$ cat config.mk
export PLATFORM = sky130hd
export DESIGN_NAME = spi_master_tx
export DESIGN_NICKNAME = d
export VERILOG_FILES = /design/src/rtl/spi_master_tx.sv
export SDC_FILE = /design/constraint.sdc
export NUM_CORES = 1
export LEC_CHECK = 0
export BUFFER_PORTS_ARGS = -buffer_cell sky130_fd_sc_hd__buf_4
export CELL_PAD_IN_SITES_DETAIL_PLACEMENT = 1
export CELL_PAD_IN_SITES_GLOBAL_PLACEMENT = 2
export CORE_ASPECT_RATIO = 1.25
export CORE_MARGIN = 2
export CORE_UTILIZATION = 35
export DETAILED_ROUTE_END_ITERATION = 6
export PLACE_DENSITY_LB_ADDON = 0.1
export SLEW_MARGIN = 20
export SYNTH_ARGS = -nofsm -noshare
export SYNTH_HDL_FRONTEND = slang
export SYNTH_SLANG_ARGS = --single-unit
$ cat constraint.sdc
create_clock -name clk -period 4.5 [get_ports clk]
set_input_delay 0.675 -clock clk [delete_from_list [all_inputs] [get_ports clk]]
set_output_delay 0.675 -clock clk [all_outputs]
set_load 0.05 [all_outputs]
$ cat src/rtl/spi_master_tx.sv
// Pixel SPI transmitter: serializes BITS_PER_PIXEL-bit words MSB first on spi_clk/spi_mosi.
// Optional macro SPI_TX_PREFETCH_EN adds a one-word holding register for gapless back-to-back words.
module spi_master_tx #(
    parameter int BITS_PER_PIXEL = 32,
    parameter int CLK_DIV        = 2
) (
    input  logic                      clk,
    input  logic                      reset,
    input  logic [BITS_PER_PIXEL-1:0] data_in,
    input  logic                      data_valid,
    output logic                      data_ready,
    output logic                      spi_clk,
    output logic                      spi_mosi,
    output logic                      busy,
    output logic                      word_done
);

    localparam int BW = (BITS_PER_PIXEL > 1) ? $clog2(BITS_PER_PIXEL) : 1;
    localparam int DW = $clog2(CLK_DIV + 1);
    localparam logic [BW-1:0] BIT_LAST = BW'(BITS_PER_PIXEL - 1);
    localparam logic [DW-1:0] DIV_LAST = DW'(CLK_DIV - 1);

    localparam logic [1:0] S_IDLE = 2'd0;
    localparam logic [1:0] S_LOW  = 2'd1;
    localparam logic [1:0] S_HIGH = 2'd2;

    logic [1:0]                state;
    logic [BITS_PER_PIXEL-1:0] shift;
    logic [BW-1:0]             bit_cnt;
    logic [DW-1:0]             div_cnt;

    logic accept;
    logic div_last;
    logic word_end;

    assign accept   = data_valid && data_ready;
    assign div_last = (div_cnt == DIV_LAST);
    assign word_end = (state == S_HIGH) && div_last && (bit_cnt == BIT_LAST);

`ifdef SPI_TX_PREFETCH_EN
    logic [BITS_PER_PIXEL-1:0] hold;
    logic                      hold_full;
`endif

    always_ff @(posedge clk) begin
        if (reset) begin
            state      <= S_IDLE;
            shift      <= '0;
            bit_cnt    <= '0;
            div_cnt    <= '0;
            spi_clk    <= 1'b0;
            spi_mosi   <= 1'b0;
            busy       <= 1'b0;
            word_done  <= 1'b0;
            data_ready <= 1'b0;
`ifdef SPI_TX_PREFETCH_EN
            hold       <= '0;
            hold_full  <= 1'b0;
`endif
        end else begin
            word_done <= 1'b0;
            case (state)
                S_IDLE: begin
                    spi_clk <= 1'b0;
                    busy    <= 1'b0;
                    if (accept) begin
                        shift    <= data_in;
                        spi_mosi <= data_in[BITS_PER_PIXEL-1];
                        bit_cnt  <= '0;
                        div_cnt  <= '0;
                        busy     <= 1'b1;
                        state    <= S_LOW;
                    end
                end
                S_LOW: begin
                    if (div_last) begin
                        div_cnt <= '0;
                        spi_clk <= 1'b1;
                        state   <= S_HIGH;
                    end else begin
                        div_cnt <= div_cnt + 1'b1;
                    end
                end
                S_HIGH: begin
                    if (div_last) begin
                        div_cnt <= '0;
                        spi_clk <= 1'b0;
                        if (bit_cnt != BIT_LAST) begin
                            // Next bit is presented on the same edge spi_clk falls.
                            shift    <= shift << 1;
                            spi_mosi <= shift[BITS_PER_PIXEL-2];
                            bit_cnt  <= bit_cnt + 1'b1;
                            state    <= S_LOW;
                        end else begin
                            word_done <= 1'b1;
`ifdef SPI_TX_PREFETCH_EN
                            if (hold_full) begin
                                shift    <= hold;
                                spi_mosi <= hold[BITS_PER_PIXEL-1];
                                bit_cnt  <= '0;
                                state    <= S_LOW;
                            end else begin
                                busy  <= 1'b0;
                                state <= S_IDLE;
                            end
`else
                            busy  <= 1'b0;
                            state <= S_IDLE;
`endif
                        end
                    end else begin
                        div_cnt <= div_cnt + 1'b1;
                    end
                end
                default: state <= S_IDLE;
            endcase

`ifdef SPI_TX_PREFETCH_EN
            // Words accepted while shifting park in hold; a same-edge drain and refill keeps it full.
            if (accept && (state != S_IDLE)) begin
                hold       <= data_in;
                hold_full  <= 1'b1;
                data_ready <= 1'b0;
            end else if (word_end && hold_full) begin
                hold_full  <= 1'b0;
                data_ready <= 1'b1;
            end else begin
                data_ready <= !hold_full;
            end
`else
            data_ready <= ((state == S_IDLE) && !accept) || word_end;
`endif
        end
    end

endmodule

==> run metrics, run 1 <==
Util after Layout between 40% and 50%; Data required, critical path ~4.7 ns; Leak Pwr about 0.95 nW; R2R Path Start bit_cnt[0]; WP data arrival 2.70 ns; Post-Synthesis Cells between 200 and 250; WL/cell 12.97 um; cts repair resizes 0; unrepaired setup endpoints after global routing no; final worst-path cycle share around 55%; setup violators final 0; RePlAce Congestion ~0.7; Buffers on Ports 39; kind of critical path reg -> reg; die width about 74 um; Design Area, Final between 0.002 and 0.003 mm^2; Synth Area in XOR/XNOR 0%; # placed instances 325; non-filler cells, final between 300 and 400; Antenna Nets Post-Route 0; Crit-path slowest cell a21oi_4; Cell Chain, Critical Path ha_1 > and3_1 > ha_1 > nand4bb_1 > a21oi_4 > buf_12 > nor2_1 > a211oi_2; CTS tree built; crit path max fanout 48; hold path startpoint shift[0]; main combinational cell family by area after synthesis compound AO/OA/AOI/OAI gates; VDD IR max roughly 0.24 mV; FF-to-FF End shift[2]; final setup margin 2.019 ns; FF+latch count, synth between 40 and 50; post-CTS setup buffer count 0; minimum clock period about 2.5 ns; Sum Neg Setup Slack 0 ns; H-tree depth 2; clk buf depth 2; detailed-placement wirelength estimate between 2 and 3 mm; vias per cell approximately 4.8; Placed Area roughly 0.0025 mm^2; worst hold path cell count 2; initial core utilization around 35%; Synth Area in Compound Gates a little over a fifth; layout cells sized above 1 29.03%; Synth Cell Area approximately 0.0022 mm^2; Worst-path clk slew 0.09 ns; Worst slew margin a little over 60%; mux cell area share after synthesis 15.36%; simple logic cell fraction of the synthesized area about an eighth; r2r setup slk 2.02 ns; max frequency ~0.4 GHz; DIE AREA 0.006814 mm^2; io pins 40; hold crit path type reg -> reg; initial antenna violation count 0; antenna cell count 0; number of core rows 32; warnings from Yosys 0; worst slack, placed a little under 2 ns; clock latency on the worst-skew pair 0.30 ns; Final Power 1.529 mW; Reg2Reg Depth 8; cts hold-fix bufs 0; Iteration-0 DRC Markers 39; vias in the first global route around 1,600; Die H roughly 92 um; Syn Nets between 200 and 300; Max stage delay on crit path between 0.5 and 0.6 ns; Worst Hold Slack 0.4803 ns; Final Hold Vio Count 0; Adder-Cell Fraction of Synth Area under 10%; number of remaining DRC errors 0; Core ar. around 0.006 mm^2; vias roughly 1,600; P&R area growth vs syn 19.65%; wire length of the first global-routing pass 7.334 mm; sequential share of the synthesized area 41.74%; pin count of the biggest net entering global routing 49; total iterations of the first detailed-routing run 3; max-slew violation count 0; CP endpoint kind flop; cts bufs inserted 5; syn avg cell area approximately 10 um^2; total routed wirelength about 4.3 mm; max-cap viol count 0; Hold Crit Endpoint shift[0]; post-route clock skew approximately 0.0085 ns; root buf cell clkbuf_8; total grt overflow 0; commonest cells after routing, fill and taps aside dfxtp_1 (45), buf_4 (40), nor2_1 (39); total clock sinks 45; status finished, final reports clean; commonest non-fill, non-tap cell in the layout dfxtp_1; post-synth cell types 28; Pwr per Cell Area just under 600 mW/mm^2; worst-margin pin slew between 0.5 and 0.6 ns; Setup crit start kind flop; Total Nets Final about 290; most used cell along the critical path ha_1; GR Util All Layers between 10% and 20%
==> logic make-up (layout without fill, tap and decap cells) <==
| logic type | Yosys count | count (layout) |
|---|---|---|
| and+or+nand+nor | 60 | 60 |
| AOI/OAI and AO/OA | 51 | 51 |
| muxes | 33 | 33 |
| DFF | 45 | 45 |
| adders and majority gates | 7 | 7 |
| buffers and inverters | 19 | 52 |
==> sequential cells by signal, indices dropped and copies added (netlist names) <==
register	count
bit_cnt	5
spi_clk	1
busy	1
shift	31
spi_mosi	1
data_ready	1
state	2
word_done	1
div_cnt	2
==> power by group <==
| group | switching [mW] | leakage, nW | internal, mW |
|---|---|---|---|
| Sequential | 0.0845 | 0.370 | 0.561 |
| Combinational | 0.370 | 0.534 | 0.272 |
| Clock | 0.133 | 0.0450 | 0.108 |
| Total | 0.588 | 0.949 | 0.941 |
==> synth_stat cells (all sizes together) <==
| cell type | instances | area share [%] |
|---|---|---|
| a22o | 4 | 1.6 |
| a21oi | 10 | 2.5 |
| and3 | 1 | 0.29 |
| nand4bb | 1 | 0.52 |
| a21boi | 1 | 0.52 |
| nand2 | 4 | 0.70 |
| nand3b | 1 | 0.35 |
| a211oi | 31 | 15 |
| ha | 7 | 4.1 |
| a31oi | 1 | 0.29 |
| or3 | 2 | 0.58 |
| mux2 | 1 | 0.52 |
| mux2i | 32 | 15 |
| nor2b | 4 | 1.2 |
| clkbuf | 5 | 0.87 |
| inv | 3 | 0.52 |
| nor3 | 1 | 0.23 |
| dfxtp | 45 | 42 |
| nand2b | 5 | 1.4 |
| nand3 | 2 | 0.46 |
| nor2 | 39 | 6.8 |
| o21bai | 1 | 0.35 |
| o21ai | 3 | 0.70 |
| buf | 11 | 3.5 |
==> worst max path at each step <==
stage | from | to | slack (ns) | depth (start not counted)
after global routing | state[0] | shift[30] | 1.80 | 8
after detailed placement | state[0] | shift[2] | 1.99 | 8
final | bit_cnt[0] | shift[2] | 2.02 | 8
after global placement | bit_cnt[0] | shift[2] | 2.04 | 8
after CTS | state[0] | shift[2] | 1.97 | 8
after floorplan | bit_cnt[0] | bit_cnt[0] | 2.62 | 8
==> final cells by class <==
type / count / area, um^2
Sequential cell: 45 / 900.9
Clock inverter: 2 / 10.01
Tap cell: 85 / 106.4
Timing Repair Buffer: 41 / 320.3
Fill cell: 727 / 3503
Inverter: 3 / 11.26
Multi-Input combinational cell: 151 / 1161
Clock buffer: 6 / 72.57
==> routing by layer <==
layer  part of all wire (%)  up-vias  GRT usage (%)
met5                      0        -              0
met4                    1.0        0          4.018
met3                    4.4        4          4.066
li1                       -      826              -
met2                     47       29          23.14
met1                     47      754          16.64
==> critical path, delay by kind of cell, from the launching register on <==
family	cells	cell delay, ns
AO/OA/AOI/OAI	2	0.72
adder cells (fa/ha/maj)	2	0.44
buffers and inverters	1	0.32
flip-flops	1	0.34
AND/OR/NAND/NOR	3	0.58
Power figures use the tool's default switching activity.
==> inputs of run 2 (changes only) <==
--- a/config.mk
+++ b/config.mk
@@ -10,7 +10,7 @@
 export CELL_PAD_IN_SITES_GLOBAL_PLACEMENT = 2
 export CORE_ASPECT_RATIO = 1.25
 export CORE_MARGIN = 2
-export CORE_UTILIZATION = 35
+export CORE_UTILIZATION = 34
 export DETAILED_ROUTE_END_ITERATION = 6
 export PLACE_DENSITY_LB_ADDON = 0.1
 export SLEW_MARGIN = 20
==> constraint.sdc (replaced) <==
create_clock -name clk -period 2.3 [get_ports clk]
set_input_delay 0.345 -clock clk [delete_from_list [all_inputs] [get_ports clk]]
set_output_delay 0.345 -clock clk [all_outputs]
set_load 0.05 [all_outputs]
==> run 2 against run 1 <==
Design area up 3.7%. Worst setup slack worse by 1.8 ns. Clock skew up 0.0021 ns. Critical path depth unchanged. Via count up 3.5%. Critical path type unchanged. Largest cell class unchanged. Largest power group is now combinational logic. Highest routed layer unchanged.
==> run metrics, run 2 (synthesized netlist as in run 1, its figures left out) <==
Fill cells 721 (was 727); Buffers on Ports 39 (unchanged); VDD IR max 0.4460 mV (was 0.2415 mV); root buf cell clkbuf_8 (unchanged); max frequency 0.4748 GHz (was 0.4031 GHz); Setup crit start kind flop (unchanged); H-tree depth 2 (unchanged); final worst-path cycle share 91.57% (was 55.13%); Worst slew margin 68.79% (was 60.49%); Core ar. 0.006166 mm^2 (was 0.006086 mm^2); P&R area growth vs syn 24.12% (was 19.65%); post-CTS setup buffer count 0 (unchanged); clk buf depth 2 (unchanged); Largest register FFs 31 (unchanged); crit path max fanout 22 (was 48); layout cells sized above 1 30.83% (was 29.03%); DIE AREA 0.007005 mm^2 (was 0.006814 mm^2); clock latency on the worst-skew pair 0.30 ns (about the same); Top Registers shift x31, bit_cnt x5 (unchanged); total clock sinks 45 (unchanged); cts hold-fix bufs 0 (unchanged); total routed wirelength 4.739 mm (was 4.318 mm); CTS tree built (unchanged); Iteration-0 DRC Markers 70 (was 39); Data required, critical path 2.52 ns (was 4.72 ns); total grt overflow 0 (unchanged); commonest non-fill, non-tap cell in the layout dfxtp_1 (unchanged); Multi-input gate area 0.001161 mm^2 (unchanged); post-route clock skew 0.01060 ns (was 0.008501 ns); number of remaining DRC errors 0 (unchanged); vias per cell 4.938 (was 4.844); WL/cell 14.02 um (was 12.97 um); WP data arrival 2.33 ns (was 2.70 ns); Util after Layout 43.45% (was 42.43%); status finished, final reports clean (unchanged); Pwr per Cell Area 1215 mW/mm^2 (was 592.0 mW/mm^2); die width 75.26 um (was 74.24 um); cts bufs inserted 5 (unchanged); Antenna Nets Post-Route 0 (unchanged); storage element area 900.9 um^2 (unchanged); CP endpoint kind flop (unchanged); cts repair resizes 0 (unchanged); max-cap viol count 0 (unchanged); GR Util All Layers 14.38% (was 13.73%); initial core utilization 35.00% (was 35.46%); Biggest register shift (unchanged); Die H 93.08 um (was 91.80 um); detailed-placement wirelength estimate 3.239 mm (was 2.869 mm); hold crit path type in -> reg (was reg -> reg); vias in the first global route 1,692 (was 1,638); vias 1,669 (was 1,613); Worst-path clk slew 0.09 ns (about the same); RePlAce Congestion 0.6844 (was 0.6797); commonest cells after routing, fill and taps aside dfxtp_1 (45), buf_4 (44), nor2_1 (39) (was dfxtp_1 (45), buf_4 (40), nor2_1 (39)); minimum clock period 2.106 ns (was 2.481 ns); Total Nets Final 295 (was 289); Leak Pwr 0.9990 nW (was 0.9488 nW); wire length of the first global-routing pass 7.721 mm (was 7.334 mm); pin count of the biggest net entering global routing 45 (was 49); kind of critical path reg -> reg (unchanged); Sum Neg Setup Slack 0 ns (unchanged); total iterations of the first detailed-routing run 4 (was 3); antenna cell count 0 (unchanged); Final Hold Vio Count 0 (unchanged); max-slew violation count 0 (unchanged); initial antenna violation count 0 (unchanged); io pins 40 (unchanged); setup violators final 0 (unchanged); number of core rows 32 (unchanged); unrepaired setup endpoints after global routing no (unchanged); worst-margin pin slew 0.4681 ns (was 0.5927 ns)
==> run 2: changes by cell type in the layout (fill, tap and decap cells not counted), sizes merged <==
cell,delta
bufinv,+1
clkinv,-1
buf,+5
==> run 2: critical path: stages, from the launching register on <==
cell and delay [ns]:
dfxtp_1 0.33, ha_1 0.21, and3_1 0.18, ha_1 0.20, nand4bb_1 0.28, a21oi_4 0.34, buf_12 0.21, nor2_1 0.05
a211oi_1 0.22
==> run 2: where the power goes <==
group	total (mW)	switching [mW]	internal, mW
Combinational	1.41	0.786	0.623
Clock	0.585	0.269	0.316
Sequential	1.26	0.164	1.10
Total	3.26	1.22	2.04
==> run 2: final cells by class <==
cell class	count	area share, %
clock inverter	2	1.308
timing repair buffer	47	14.76
tap	85	3.970
sequential	45	33.63
inverter	3	0.4204
clock buffer	5	2.569
multi-input combinational	151	43.34
==> run 2: metal layers <==
metal  GRT usage (%)  up-vias  wire length (um)
met1           17.68      794              2110
met3           3.556        6               174
li1                -      842                 -
met5               0        -                 0
met4           5.263        0                81
met2           23.90       27              2373
==> run 2: through the flow <==
stage | cell area (um^2) | hold WS [ns] | cells | power, mW | setup WS (ns)
after floorplan | 2158 | 0.4357 | 215 | 2.323 | 0.4156
after global placement | 2550 | 0.4630 | 330 | 2.592 | 0.2576
after detailed placement | 2550 | 0.4621 | 330 | 2.643 | 0.1225
after CTS | 2654 | 0.3004 | 337 | 3.233 | 0.1097
after global routing | 2679 | 0.3120 | 338 | 3.522 | 0.01441
final | 2679 | 0.3026 | 338 | 3.255 | 0.1939
==> run 2: worst paths after layout <==
| path | startpoint | to | slack [ns] | depth (start not counted) |
|---|---|---|---|---|
| worst min-delay path | reset | shift[2] | 0.30 | 2 |
| worst max register to register | bit_cnt[0] | shift[10] | 0.19 | 8 |
| worst min register to register | div_cnt[1] | div_cnt[1] | 0.48 | 2 |
| worst max-delay path | bit_cnt[0] | shift[10] | 0.19 | 8 |
==> inputs of run 3 (changes only) <==
==> constraint.sdc (replaced) <==
create_clock -name clk -period 2.4 [get_ports clk]
set_input_delay 0.36 -clock clk [delete_from_list [all_inputs] [get_ports clk]]
set_output_delay 0.36 -clock clk [all_outputs]
set_load 0.05 [all_outputs]
==> run 3 against run 2 <==
Sequential power fell by 4%. Sequential cell count did not move. Clock skew fell by 0.0065 ns. Design area fell by 1.6%. Count of clock-buffer cells in the layout rose by 2. Clock power fell by 11%. Worst setup slack improved by 0.054 ns. Non-clock buffer count fell by 3.
==> run metrics, run 3 (synthesized netlist as in run 1, its figures left out) <==
status finished, final reports clean (unchanged); Buffers on Ports 39 (unchanged); Worst Setup SP bit_cnt[0] (unchanged); number of remaining DRC errors 0 (unchanged); clock latency on the worst-skew pair 0.30 ns (about the same); Crit-path slowest cell dfxtp_1 (was a21oi_4); WP data arrival 2.37 ns (was 2.33 ns); crit path max fanout 44 (was 22); Worst slew margin 58.47% (was 68.79%); WL/cell 13.33 um (was 14.02 um); VDD IR max 0.4557 mV (was 0.4460 mV); hold crit path type in -> reg (unchanged); Sum Neg Setup Slack 0 ns (unchanged); Leak Pwr 0.9771 nW (was 0.9990 nW); post-CTS setup buffer count 0 (unchanged); kind of critical path reg -> reg (unchanged); DRT met1 WL 1.913 mm (was 2.110 mm); Worst-path clk slew 0.08 ns (was 0.09 ns); detailed-placement wirelength estimate 3.191 mm (was 3.239 mm); Cell Chain, Critical Path ha_1 > and3_1 > ha_1 > nand4bb_1 > a21oi_4 > buf_12 > nor2_1 > a211oi_1 (unchanged); wire length of the first global-routing pass 7.893 mm (was 7.721 mm); Biggest register shift (unchanged); pin count of the biggest net entering global routing 45 (unchanged); GR Util All Layers 14.40% (was 14.38%); worst-margin pin slew 0.6181 ns (was 0.4681 ns); total routed wirelength 4.479 mm (was 4.739 mm); total grt overflow 0 (unchanged); max frequency 0.4647 GHz (was 0.4748 GHz); minimum clock period 2.152 ns (was 2.106 ns); hold path startpoint data_in[0] (was reset); DR WL met2 2.308 mm (was 2.373 mm); die width 75.26 um (unchanged); unrepaired setup endpoints after global routing no (unchanged); CP endpoint kind flop (unchanged); max-slew violation count 0 (unchanged); io pins 40 (unchanged); RePlAce Congestion 0.6894 (was 0.6844); Util after Layout 42.76% (was 43.45%); Core ar. 0.006166 mm^2 (unchanged); vias 1,664 (was 1,669); clk buf depth 2 (unchanged); post-route clock skew 0.004088 ns (was 0.01060 ns); final setup margin 0.2480 ns (was 0.1939 ns); Antenna Nets Post-Route 0 (unchanged); Total Nets Final 292 (was 295); vias per cell 4.952 (was 4.938); metal3 WL 187 um (was 174 um); highest metal used met4 (unchanged); antenna cell count 0 (unchanged); R2R Path Start bit_cnt[0] (unchanged); Die H 93.08 um (unchanged); cts repair resizes 0 (unchanged); most used cell along the critical path ha_1 (unchanged); H-tree depth 2 (unchanged); max-cap viol count 0 (unchanged); vias in the first global route 1,729 (was 1,692); total iterations of the first detailed-routing run 2 (was 4); DIE AREA 0.007005 mm^2 (unchanged); cts hold-fix bufs 0 (unchanged); Top Registers shift x31, bit_cnt x5 (unchanged); commonest non-fill, non-tap cell in the layout dfxtp_1 (unchanged); Largest register FFs 31 (unchanged); setup violators final 0 (unchanged); commonest cells after routing, fill and taps aside dfxtp_1 (45), buf_4 (42), nor2_1 (39) (was dfxtp_1 (45), buf_4 (44), nor2_1 (39)); root buf cell clkbuf_8 (unchanged); final worst-path cycle share 89.67% (was 91.57%); Pwr per Cell Area 1135 mW/mm^2 (was 1215 mW/mm^2); initial core utilization 35.00% (unchanged); Crit path buffers/inverters 1 (unchanged); Iteration-0 DRC Markers 56 (was 70); P&R area growth vs syn 22.15% (was 24.12%); Setup crit start kind flop (unchanged); total clock sinks 45 (unchanged); CP top delay family simple AND/OR/NAND/NOR gates (was compound AO/OA/AOI/OAI gates); worst slack, placed 0.2661 ns (was 0.1225 ns); cts bufs inserted 5 (unchanged); layout cells sized above 1 30.28% (was 30.83%); initial antenna violation count 0 (unchanged); Final Hold Vio Count 0 (unchanged); Max stage delay on crit path 0.33 ns (was 0.34 ns); CTS tree built (unchanged); Data required, critical path 2.61 ns (was 2.52 ns); number of core rows 32 (unchanged)
-- run 3: cell count changes in the layout (fill, tap and decap cells not counted) --
cell       previous run  this run
clkbuf_16             1         0
bufinv_16             1         0
buf_4                44        42
clkbuf_8              5         7
-- run 3: layer usage --
| layer | global-route usage (%) | up-vias |
|---|---|---|
| met5 | 0 | - |
| met3 | 3.772 | 7 |
| li1 | - | 834 |
| met2 | 24.56 | 27 |
| met4 | 4.825 | 0 |
| met1 | 17.19 | 796 |
-- run 3: path summary, 6_finish.rpt --
path | endpoint | slack [ns] | cells after the start
worst max-delay path | shift[18] | 0.25 | 8
worst min-delay path | shift[0] | 0.33 | 3
worst max register to register | shift[18] | 0.25 | 8
worst min register to register | div_cnt[1] | 0.47 | 2
-- run 3: stage by stage --
stage / cell area (um^2) / hold WS (ns) / instances / total power, mW
floorplan: 2158 / 0.4357 / 215 / 2.227
global route: 2636 / 0.3316 / 336 / 3.259
finish: 2636 / 0.3314 / 336 / 2.992
global placement: 2535 / 0.4620 / 328 / 2.483
CTS: 2636 / 0.3195 / 336 / 3.054
detailed placement: 2535 / 0.4581 / 328 / 2.524
-- run 3: power breakdown --
part,internal [mW],switching (mW)
Sequential,1.05,0.161
Combinational,0.552,0.709
Clock,0.260,0.257
-- run 3: worst register-to-register path: cells and delay by family, from the launching register on --
kind	cells	cell delay, ns
AND/OR/NAND/NOR	3	0.55
adder cells (fa/ha/maj)	2	0.41
flip-flops	1	0.33
AO/OA/AOI/OAI	2	0.51
buffers and inverters	1	0.26
-- run 3: cell type report --
type / instances / area (um^2)
fill: 732 / 3530
multi-input combinational: 151 / 1161
sequential: 45 / 900.9
timing repair buffer: 44 / 355.3
tap: 85 / 106.4
clock buffer: 7 / 96.34
inverter: 3 / 11.26
clock inverter: 1 / 5.005
